**src/rtl/wimax_pkg.sv**
```systemverilog
// Shared constants and types for the WiMAX FEC encoder.
// Tail-biting K=7 rate-1/2 convolutional code parameters.
package wimax_pkg;

    localparam int FEC_N_IN  = 96;
    localparam int FEC_N_OUT = 192;
    localparam int FEC_K     = 7;
    localparam int FEC_CW    = $clog2(FEC_N_IN);

    localparam logic [FEC_K-1:0] FEC_G1 = 7'o171;
    localparam logic [FEC_K-1:0] FEC_G2 = 7'o133;

    typedef enum logic [1:0] {
        FEC_IDLE,
        FEC_LOAD,
        FEC_STREAM
    } fec_state_t;

    function automatic logic fec_parity(
        input logic [FEC_K-1:0] g,
        input logic [FEC_K-1:0] v
    );
        return ^(g & v);
    endfunction

endpackage

```
**src/rtl/fec_encoder_cc_core.sv**
```systemverilog
// Convolutional core: 6-bit delay line plus X/Y parity trees.
// Generator MSB taps the current input, LSB taps the oldest delay.
module cc_core
    import wimax_pkg::*;
(
    input  logic             clk,
    input  logic             reset,
    input  logic             preload,
    input  logic [FEC_K-2:0] sr_init,
    input  logic             shift,
    input  logic             u,
    output logic             x,
    output logic             y
);

    logic [FEC_K-2:0] r_sr;
    logic [FEC_K-1:0] w_vec;

    // r_sr[0] is delay 1, r_sr[5] is delay 6
    assign w_vec = {u, r_sr[0], r_sr[1], r_sr[2],
                    r_sr[3], r_sr[4], r_sr[5]};

    assign x = fec_parity(FEC_G1, w_vec);
    assign y = fec_parity(FEC_G2, w_vec);

    always_ff @(posedge clk or negedge reset) begin
        if (!reset) begin
            r_sr <= '0;
        end else if (preload) begin
            r_sr <= sr_init;
        end else if (shift) begin
            r_sr <= {r_sr[FEC_K-3:0], u};
        end
    end

endmodule

```
**src/rtl/fec_encoder.sv**
```systemverilog
// Tail-biting rate-1/2 FEC encoder with ping-pong block buffer.
// Serial 96-bit blocks in, serial X/Y interleaved 192-bit blocks out.
module fec_encoder
    import wimax_pkg::*;
(
    input  logic clk,
    input  logic reset,
    input  logic input_data,
    input  logic data_valid,
    output logic ready_out,
    output logic output_data,
    output logic valid_out,
    input  logic ready_in
);

    logic [FEC_N_IN-1:0] r_bank [2];
    logic [1:0]          r_full;
    logic                r_wr_ptr;
    logic                r_rd_ptr;
    logic [FEC_CW-1:0]   r_wr_cnt;
    logic [FEC_CW-1:0]   r_rd_idx;
    logic                r_phase;
    logic                r_out_vld;
    fec_state_t          r_state;
    fec_state_t          w_next;

    logic             w_wr;
    logic             w_wr_last;
    logic             w_hs;
    logic             w_load;
    logic             w_shift;
    logic             w_done;
    logic             w_u;
    logic             w_x;
    logic             w_y;
    logic [FEC_K-2:0] w_pre;

    assign ready_out = ~r_full[r_wr_ptr];
    assign w_wr      = data_valid & ready_out;
    assign w_wr_last = w_wr &&
        (r_wr_cnt == FEC_CW'(FEC_N_IN - 1));
    assign w_hs      = r_out_vld & ready_in;
    assign w_u       = r_bank[r_rd_ptr][r_rd_idx];

    // Tail-biting preload: last block bit sits at delay 1
    always_comb begin
        w_pre = '0;
        for (int j = 0; j < FEC_K - 1; j++) begin
            w_pre[j] = r_bank[r_rd_ptr][FEC_N_IN-1-j];
        end
    end

    cc_core u_cc (
        .clk     (clk),
        .reset   (reset),
        .preload (w_load),
        .sr_init (w_pre),
        .shift   (w_shift),
        .u       (w_u),
        .x       (w_x),
        .y       (w_y)
    );

    assign valid_out   = r_out_vld;
    assign output_data = r_out_vld & (r_phase ? w_y : w_x);

    always_ff @(posedge clk or negedge reset) begin
        if (!reset) begin
            r_state <= FEC_IDLE;
        end else begin
            r_state <= w_next;
        end
    end

    always_comb begin
        w_next  = r_state;
        w_load  = 1'b0;
        w_shift = 1'b0;
        w_done  = 1'b0;
        unique case (r_state)
            FEC_IDLE: begin
                if (r_full[r_rd_ptr]) w_next = FEC_LOAD;
            end
            FEC_LOAD: begin
                w_load = 1'b1;
                w_next = FEC_STREAM;
            end
            FEC_STREAM: begin
                if (w_hs && r_phase) begin
                    w_shift = 1'b1;
                    if (r_rd_idx == FEC_CW'(FEC_N_IN - 1)) begin
                        w_done = 1'b1;
                        w_next = r_full[~r_rd_ptr] ? FEC_LOAD
                                                   : FEC_IDLE;
                    end
                end
            end
            default: w_next = FEC_IDLE;
        endcase
    end

    // Storage carries no reset; full flags gate all reads
    always_ff @(posedge clk) begin
        if (w_wr) begin
            r_bank[r_wr_ptr][r_wr_cnt] <= input_data;
        end
    end

    always_ff @(posedge clk or negedge reset) begin
        if (!reset) begin
            r_full    <= '0;
            r_wr_ptr  <= 1'b0;
            r_rd_ptr  <= 1'b0;
            r_wr_cnt  <= '0;
            r_rd_idx  <= '0;
            r_phase   <= 1'b0;
            r_out_vld <= 1'b0;
        end else begin
            if (w_wr) begin
                if (w_wr_last) begin
                    r_full[r_wr_ptr] <= 1'b1;
                    r_wr_ptr         <= ~r_wr_ptr;
                    r_wr_cnt         <= '0;
                end else begin
                    r_wr_cnt <= r_wr_cnt + 1'b1;
                end
            end
            if (w_load) begin
                r_rd_idx  <= '0;
                r_phase   <= 1'b0;
                r_out_vld <= 1'b1;
            end else if (w_hs) begin
                r_phase <= ~r_phase;
                if (w_done) begin
                    r_full[r_rd_ptr] <= 1'b0;
                    r_rd_ptr         <= ~r_rd_ptr;
                    r_rd_idx         <= '0;
                    r_out_vld        <= 1'b0;
                end else if (r_phase) begin
                    r_rd_idx <= r_rd_idx + 1'b1;
                end
            end
        end
    end

endmodule

```
**config.mk**
```make
export PLATFORM = sky130hd
export DESIGN_NAME = fec_encoder
export DESIGN_NICKNAME = d
export VERILOG_FILES = /design/src/rtl/wimax_pkg.sv /design/src/rtl/fec_encoder_cc_core.sv /design/src/rtl/fec_encoder.sv
export SDC_FILE = /design/constraint.sdc
export NUM_CORES = 1
export LEC_CHECK = 0
export BUFFER_PORTS_ARGS = -buffer_cell sky130_fd_sc_hd__buf_2
export CAP_MARGIN = 10
export CORE_MARGIN = 8
export CORE_UTILIZATION = 55
export DETAILED_ROUTE_END_ITERATION = 10
export PLACE_DENSITY_LB_ADDON = 0.05
export SYNTH_ARGS = -nofsm -noshare
export SYNTH_HDL_FRONTEND = slang
export SYNTH_HIERARCHICAL = 1
export SYNTH_SLANG_ARGS = --single-unit
```
**constraint.sdc**
```tcl
create_clock -name clk -period 7.5 [get_ports clk]
set_input_delay 0.75 -clock clk [delete_from_list [all_inputs] [get_ports clk]]
set_output_delay 0.75 -clock clk [all_outputs]
set_load 0.1 [all_outputs]
```
==> results of run 1 <==
stage by stage:
stage | instances | area (um2) | power (uW) | hold slack, ns
after global placement | 929 | 9950 | 2440 | 0.432
final | 969 | 10600 | 3460 | 0.261
after detailed placement | 929 | 9950 | 2460 | 0.450
after global routing | 969 | 10600 | 3620 | 0.316
after CTS | 969 | 10600 | 3490 | 0.280
after floorplan | 746 | 9850 | 2200 | 0.418
critical path: stages, from the launching register on:
cell and delay, ns:
dfrtp_4 0.88, buf_4 0.62, mux2i_1 0.16, a221oi_1 0.36
a21oi_1 0.11, nor2_1 0.10, nor3_1 0.06, o311a_1 0.36
o31ai_1 0.50, xnor2_1 0.19, xor3_1 0.22, mux2i_1 0.07
nor2b_1 0.11, buf_2 0.43
power groups by stage:
stage	combinational, uW	sequential, uW	clock (uW)
final	941	1490	1030
after global routing	1020	1500	1100
after CTS	944	1490	1050
after detailed placement	943	1510	0
after global placement	927	1510	0
after floorplan	745	1450	0
final cells by class:
cell class	instances	area share [%]
clock buffer	31	5.70
clock inverter	9	0.601
inverter	6	0.212
multi-input combinational	462	29.2
sequential	220	60.9
tap	229	2.70
timing repair buffer	12	0.707
layout by cell type (no fill, tap or decap), types with 6 or more instances in the layout:
cell,netlist,routed
nor2_1,215,215
edfxtp_1,192,192
mux2i_1,43,43
nand2_1,40,40
mux4_2,34,34
dfrtp_1,28,27
clkbuf_16,0,23
a21oi_1,16,16
o21ai_0,12,12
a221oi_1,9,9
xnor2_1,9,9
nand3_1,8,8
nor2b_1,8,8
nor3_1,8,8
clkbuf_1,43,8
mux2_2,7,7
clkinv_1,1,6
buf_2,5,6
buf_4,3,6
flip-flops by register name, indices dropped and copies added (netlist names):
name / cells
u_cc/r_sr: 6
valid_out: 1
r_state: 2
r_full: 2
r_rd_idx: 7
r_phase: 1
r_bank: 192
r_wr_cnt: 7
r_rd_ptr: 1
r_wr_ptr: 1
path summary, 6_finish.rpt:
| path | startpoint | to | slack (ns) | depth (start not counted) |
|---|---|---|---|---|
| worst max-delay path | r_rd_ptr | output_data | 2.03 | 13 |
| worst max register to register | r_rd_ptr | u_cc/r_sr[0] | 3.92 | 10 |
| worst min register to register | r_state[0] | r_state[0] | 0.45 | 1 |
| max in group asynchronous | reset | r_rd_ptr | 6.77 | 1 |
| min in group clk | r_state[0] | r_state[0] | 0.45 | 1 |
| worst min-delay path | reset | r_phase | 0.26 | 1 |
logic make-up after synthesis:
kind of cell	count (synthesis)	share of synthesized area (%)
adder cells (fa/ha/maj)	2	0.254
buffers and inverters	64	2.92
AND/OR/NAND/NOR	302	12.6
flip-flops	220	65.6
XOR/XNOR	17	1.89
multiplexers	84	12.9
AO/OA/AOI/OAI	57	3.82
cell usage after synthesis, types with 5 or more instances:
library cell / n / area (um2)
nand2_1: 40 / 150
mux2_2: 7 / 78.8
o21ai_0: 12 / 60.1
xor2_1: 5 / 43.8
dfrtp_1: 28 / 701
nand3_1: 8 / 40.0
a21oi_1: 16 / 80.1
mux2i_1: 43 / 430
nor2b_1: 8 / 50.1
edfxtp_1: 192 / 5770
a221oi_1: 9 / 78.8
xnor2_1: 9 / 78.8
clkbuf_1: 43 / 161
inv_1: 5 / 18.8
buf_2: 5 / 25.0
mux4_2: 34 / 766
nor2_1: 215 / 807
nor3_1: 8 / 40.0
routing by layer:
layer | GRT usage (%) | vias to the layer above | share of wire (%)
li1 | - | 2648 | -
met1 | 26.6 | 2979 | 42
met2 | 34.4 | 179 | 50
met3 | 4.14 | 27 | 6.7
met4 | 4.40 | 0 | 1.6
met5 | 0 | - | 0
==> flow_summary.toml, run 1 <==
[clock_tree]
ctsResizeCount = 0
post_cts.repair.setup_buffers = 0
path_clk_slew_ns = 0.06
cts_hold_buf = 0
clock-sinks = 220
cts_inserted_buffers = 23
cts.htree.levels = 1
root_buffer = "clkbuf_16"
cts_tree = "built"
cts_buffer_depth = 3
clk_latency_ns = 0.50

[finish]
area.sequential_um2 = 6470
num-fill-cells = 1427
drive_gt1_share_pct = 11.6
area_delta_synth_final_pct = 7.81
multi_input_area_um2 = 3100
num_antenna_cells = 0
final_core_utilization_pct = 59.8
final_nets = 732

[route]
routedWlPerCell_um = 22.6
via_per_inst = 6.02
drt_iter0_drc = 568
vias = 5833
drc_errors = 0
wirelength_um = 21900
ant_nets = 0
firstDrtPassIters = 5

[sta]
hold_viol_final = 0
fin_crit_sh_pct = 73.0
timing.final.ws_setup_ns = 2.03
rsz0062_at_grt = "no"
drv_slew = 0
finClkSkew_ns = 0.0141
max_freq_mhz = 183
tns_ns = 0
finalSetupViolations = 0
maxSlewHeadroom_pct = 22.1
worst_pin_slew_ns = 1.17
post-route-min-period_ns = 5.47

[placement]
gp_congestion = 0.817
place_ws_ns = 2.45
port_buffers = 7
dp_hpwl_um = 13600

[yosys]
yosysSeqAreaShare_pct = 65.6
avgSynthCellArea_um2 = 13.2
yosysWarnings = 6
async_flop_share_pct = 12.7
synth.cell_area_um2 = 9850
synth_flop_cell = "edfxtp_1"
synth_cell_types = 45
synth_edf_count = 192
synth_cells = 746
yosys_register_bits = 220
synth.net_count = 753

[grt]
grt_pass1_vias = 5904
grt_antenna_before_repair = 0
track_usage_pct = 20.3
grt_max_degree = 134
grt-ovfl-total = 0
grt_pass1_wl_um = 34600

[power]
ir_drop_uv = 780
clkPwrFrac_pct = 29.9
p_sw_uw = 1150
p_leak_uw = 0.00363
internal_power_uw = 2310
p_seq_share_pct = 42.9
switching_share_pct = 33.3
power_frac_comb_pct = 27.2
powerDensity_nw_per_um2 = 326

[floorplan]
start_util_pct = 55.4
coreArea_um2 = 17800
fp.dieH_um = 150
num_rows = 49
ios = 8
dieArea_um2 = 22500
die_w_um = 150

[critical_path]
start_kind = "flop"
cp_data_required_time_ns = 6.75
worstSetupPathType = "reg -> out"
worstPathArrival_ns = 4.72
critPathMaxFanout = 37
cp-end-kind = "primary output"

[outcome]
status = "completed"

[run]
cap_violations = 0

[min_path]
hp-class = "in -> async"
(Power assumes the default switching activity.)
==> inputs of run 2 (changes only) <==
--- a/config.mk
+++ b/config.mk
@@ -5,6 +5,7 @@
 export SDC_FILE = /design/constraint.sdc
 export NUM_CORES = 1
 export LEC_CHECK = 0
+export ABC_AREA = 1
 export BUFFER_PORTS_ARGS = -buffer_cell sky130_fd_sc_hd__buf_2
 export CAP_MARGIN = 10
 export CORE_MARGIN = 8
==> constraint.sdc (replaced) <==
create_clock -name clk -period 5.35 [get_ports clk]
set_input_delay 0.535 -clock clk [delete_from_list [all_inputs] [get_ports clk]]
set_output_delay 0.535 -clock clk [all_outputs]
set_load 0.1 [all_outputs]
==> flow_summary.toml, run 2 <==
[yosys]
synth_top_area_cell = "edfxtp_1"
synth_area_leaders = "edfxtp_1 52%, nand2_1 9.0%, nor2_1 7.4%"
synth_cells = 1185
avgSynthCellArea_um2 = 9.29
yosysMostFrequentCell = "nand2_1"
synth.net_count = 1192
yosys_register_bits = 220
async_flop_share_pct = 12.7
synth.cell_area_um2 = 11000
yosysWarnings = 6
synth_edf_count = 192
synth_flop_cell = "edfxtp_1"
yosysSeqAreaShare_pct = 58.8
synth_commonest_cells = "264 x nand2_1, 216 x nor2_1, 192 x edfxtp_1, 105 x nand3_1, 68 x inv_1"
synth_cell_types = 38
synth_top_cell_area_share_pct = 52.4

[route]
vias = 8021
ant_nets = 0
via_per_inst = 5.55
drt_iter0_drc = 763
wirelength_um = 26900
drc_errors = 0
routedWlPerCell_um = 18.6
firstDrtPassIters = 5

[finish]
finalNonFillerCells = 1445
largest_register = "r_bank"
layout_commonest_cell = "nand2_1"
final_nets = 1169
drive_gt1_share_pct = 11.6
mostFrequentLayoutCells = "264 x nand2_1, 216 x nor2_1, 192 x edfxtp_1, 105 x nand3_1, 68 x inv_1"
final_core_utilization_pct = 60.7
num_antenna_cells = 0
largest_reg_flops = 192
largestRegisters = "r_bank: 192 flops, r_rd_idx: 7 flops, r_wr_cnt: 7 flops"
area_delta_synth_final_pct = 7.71

[clock_tree]
ctsResizeCount = 0
cts_buffer_depth = 3
cts_hold_buf = 0
cts.htree.levels = 1
cts_tree = "built"
clk_latency_ns = 0.52
post_cts.repair.setup_buffers = 0
clock-sinks = 220
path_clk_slew_ns = 0.06
root_buffer = "clkbuf_16"
cts_inserted_buffers = 25

[grt]
track_usage_pct = 22.2
grt_pass1_wl_um = 42400
grt_max_degree = 120
grt_antenna_before_repair = 1
grt-ovfl-total = 0
grt_pass1_vias = 7660

[placement]
dp_hpwl_um = 15200
gp_congestion = 0.844
port_buffers = 7
dp.cells = 1400

[sta]
fin_crit_sh_pct = 86.1
drv_slew = 0
tns_ns = 0
max_freq_mhz = 217
maxSlewHeadroom_pct = 26.4
worst_pin_slew_ns = 1.10
finClkSkew_ns = 0.0103
finalSetupViolations = 0
post-route-min-period_ns = 4.61
rsz0062_at_grt = "no"
hold_viol_final = 0

[power]
internal_power_uw = 2820
clkPwrFrac_pct = 46.2
ir_drop_uv = 243
switching_share_pct = 19.8
p_seq_share_pct = 53.1
p_sw_uw = 697
power.total_uw = 3520
power_frac_comb_pct = 0.7
powerDensity_nw_per_um2 = 297
p_leak_uw = 0.00441

[floorplan]
die_w_um = 157
dieArea_um2 = 24800
start_util_pct = 56.4
fp.dieH_um = 157
coreArea_um2 = 19500
num_rows = 51
ios = 8

[critical_path]
worst-r2r-cell-count = 7
worstPathArrival_ns = 4.07
cp_data_required_time_ns = 4.82
start_kind = "flop"
cp-end-kind = "primary output"
critPathMaxFanout = 78
r2r_end = "r_bank[0][31]"
worstSetupPathType = "reg -> out"
r2r_start = "r_wr_ptr"
reg2reg_setup_slack_ns = 2.37

[outcome]
status = "completed"

[run]
cap_violations = 0

[min_path]
hp-class = "in -> async"
[run 2: how the worst max path moves through the flow]
stage,start,endpoint,slack [ns],depth (start not counted)
finish,r_rd_ptr,output_data,0.74,20
global route,r_rd_ptr,output_data,0.32,18
CTS,r_rd_ptr,output_data,0.76,21
detailed placement,r_rd_ptr,output_data,1.31,20
global placement,r_rd_ptr,output_data,1.30,20
floorplan,r_rd_ptr,output_data,1.43,21
[run 2: logic make-up (layout without fill, tap and decap cells)]
kind of cell             count (synthesis)  in the layout  synth area share, %
flip-flops                             220            220                 58.8
buffers and inverters                  161            156                 6.75
adder cells (fa/ha/maj)                  2              2                0.227
XOR/XNOR                                 5              5                0.398
AO/OA/AOI/OAI                           84             84                 4.25
AND/OR/NAND/NOR                        713            713                 29.6
[run 2: critical path, stage by stage (launching register included)]
cell,delay (ns)
dfrtp_4,0.61
buf_4,0.76
nor2_1,0.12
nor2_1,0.10
o21ai_0,0.12
nand3_1,0.11
nand3_1,0.07
nand2_1,0.21
nand3_1,0.10
nand3_1,0.09
nand3_1,0.07
nand2_1,0.17
inv_2,0.08
nand2_4,0.08
nand2_2,0.05
nand2_1,0.05
nand3_1,0.06
nand2_1,0.05
o21ai_0,0.06
a21oi_1,0.11
buf_2,0.44
[run 2: area by class of cell]
class / count / area [um2]
clock inverter: 13 / 110
clock buffer: 32 / 652
sequential: 220 / 6470
inverter: 92 / 349
fill: 1739 / 7670
tap: 265 / 332
multi-input combinational: 804 / 3790
timing repair buffer: 19 / 140
[run 2: through the flow]
| stage | setup WS (ns) | hold WS [ns] | instance area, um2 |
|---|---|---|---|
| floorplan | 1.43 | 0.239 | 11000 |
| global placement | 1.30 | 0.511 | 11100 |
| detailed placement | 1.31 | 0.506 | 11100 |
| CTS | 0.755 | 0.0643 | 11900 |
| global route | 0.319 | 0.111 | 11900 |
| finish | 0.742 | 0.0518 | 11900 |
[run 2: power by group through the flow]
stage               sequential, uW  clock [uW]  combinational (uW)
finish                        1870        1620                25.6
global route                  1870        1710                28.9
CTS                           1870        1640                25.7
detailed placement            1900           0                25.8
global placement              1900           0                25.5
floorplan                     1900           0              0.0150
[run 2: metal layers]
layer  vias to the layer above  wire [um]  global-route usage (%)
li1                       3897          -                       -
met1                      3832      11700                    29.7
met2                       227      12600                    35.7
met3                        63       1710                    4.20
met4                         2        856                    7.84
met5                         -         13                       0
==> inputs of run 3 (changes only) <==
--- a/config.mk
+++ b/config.mk
@@ -8,7 +8,7 @@
 export ABC_AREA = 1
 export BUFFER_PORTS_ARGS = -buffer_cell sky130_fd_sc_hd__buf_2
 export CAP_MARGIN = 10
-export CORE_MARGIN = 8
+export CORE_MARGIN = 2
 export CORE_UTILIZATION = 55
 export DETAILED_ROUTE_END_ITERATION = 10
 export PLACE_DENSITY_LB_ADDON = 0.05
==> flow_summary.toml, run 3 (synthesis results as in run 2) <==
[clock_tree]
ctsResizeCount = 0
clock-sinks = 220
path_clk_slew_ns = 0.06
cts_hold_buf = 0
clk_latency_ns = 0.52
root_buffer = "clkbuf_16"
cts_tree = "built"
cts_inserted_buffers = 24
post_cts.repair.setup_buffers = 0
cts.htree.levels = 1
cts_buffer_depth = 3

[sta]
finClkSkew_ns = 0.0159
tns_ns = 0
post-route-min-period_ns = 4.42
max_freq_mhz = 226
fin_crit_sh_pct = 82.7
drv_slew = 0
maxSlewHeadroom_pct = 21.5
finalSetupViolations = 0
rsz0062_at_grt = "no"
hold_ws_ns = 0.0656
worst_pin_slew_ns = 1.18
hold_viol_final = 0

[route]
via_per_inst = 5.64
drc_errors = 0
routedWlPerCell_um = 18.9
drt_iter0_drc = 786
wirelength_um = 27300
vias = 8135
ant_nets = 0
firstDrtPassIters = 5

[placement]
port_buffers = 7
dp.cells = 1399
gp_congestion = 0.853
dp_hpwl_um = 15400

[finish]
final_core_utilization_pct = 60.7
largestRegisters = "r_bank: 192 flops, r_rd_idx: 7 flops, r_wr_cnt: 7 flops"
drive_gt1_share_pct = 11.6
num_antenna_cells = 0
final_nets = 1167
largest_reg_flops = 192
layout_commonest_cell = "nand2_1"
finalNonFillerCells = 1442
mostFrequentLayoutCells = "264 x nand2_1, 216 x nor2_1, 192 x edfxtp_1, 105 x nand3_1, 68 x inv_1"
largest_register = "r_bank"
area_delta_synth_final_pct = 7.78

[floorplan]
die_w_um = 145
fp.dieH_um = 145
ios = 8
num_rows = 51
start_util_pct = 56.4
coreArea_um2 = 19500
dieArea_um2 = 21200

[grt]
grt-ovfl-total = 0
grt_max_degree = 114
grt_pass1_vias = 7815
grt_pass1_wl_um = 43800
grt_antenna_before_repair = 0
track_usage_pct = 26.3

[critical_path]
r2r_end = "r_bank[1][95]"
cp-end-kind = "primary output"
worstPathArrival_ns = 3.89
start_kind = "flop"
worst-r2r-cell-count = 7
critPathMaxFanout = 67
reg2reg_setup_slack_ns = 2.38
r2r_start = "r_wr_ptr"
setup.worst_path.end = "output_data"
crit_start = "r_rd_ptr"
cp_data_required_time_ns = 4.82
worstSetupPathType = "reg -> out"

[run]
cap_violations = 0

[outcome]
status = "completed"

[min_path]
hp-class = "in -> async"

[power]
power.total_uw = 3500
powerDensity_nw_per_um2 = 295
p_leak_uw = 0.00441
ir_drop_uv = 264
-- run 3: cell type report --
| class | instances | area, um2 |
|---|---|---|
| Timing Repair Buffer | 18 | 145 |
| Clock buffer | 36 | 708 |
| Sequential cell | 220 | 6470 |
| Tap cell | 265 | 332 |
| Clock inverter | 7 | 56.3 |
| Multi-Input combinational cell | 804 | 3790 |
| Inverter | 92 | 349 |
| Fill cell | 1731 | 7670 |
-- run 3: how the worst min path moves through the flow --
stage            startpoint      endpoint  slack, ns  cells past startpoint
2_1_floorplan         reset     r_full[0]       0.24                      0
3_3_place_gp   u_cc/r_sr[3]  u_cc/r_sr[3]       0.50                      2
3_5_place_dp   u_cc/r_sr[3]  u_cc/r_sr[3]       0.52                      2
4_1_cts               reset   r_wr_cnt[5]       0.07                      1
5_1_grt               reset  u_cc/r_sr[0]       0.12                      1
6_report              reset  u_cc/r_sr[2]       0.07                      1
-- run 3: report_power, final --
part           internal, uW  total [uW]  leakage [uW]  switching [uW]
sequential             1870        1870       0.00205               0
combinational          1.66        25.9       0.00199            24.3
clock                   958        1610      0.000375             654
-- run 3: metrics by stage --
step	setup WS [ns]	cell area, um2
2_1_floorplan	1.43	11000
3_3_place_gp	1.48	11100
3_5_place_dp	1.45	11100
4_1_cts	0.908	11900
5_1_grt	0.615	11900
6_report	0.927	11900
-- run 3: routing by layer --
| metal | GRT usage, % | share of wire, % |
|---|---|---|
| met4 | 8.09 | 2.5 |
| met3 | 3.86 | 7.1 |
| met1 | 38.1 | 44 |
| met5 | 0 | 0 |
| met2 | 41.4 | 46 |
-- run 3: critical path, cell delays in order, from the launching register on --
cell and delay [ns]:
dfrtp_4 0.49, inv_2 0.39, buf_12 0.34, nor2_1 0.08
o21ai_0 0.32, a21oi_1 0.13, nand2_1 0.10, nand3_1 0.09
nand3_1 0.09, nand3_1 0.15, nand2_1 0.20, inv_2 0.07
nand2_4 0.08, nand2_2 0.05, nand2_1 0.05, nand3_1 0.06
nand2_1 0.05, o21ai_0 0.06, a21oi_1 0.11, buf_2 0.43
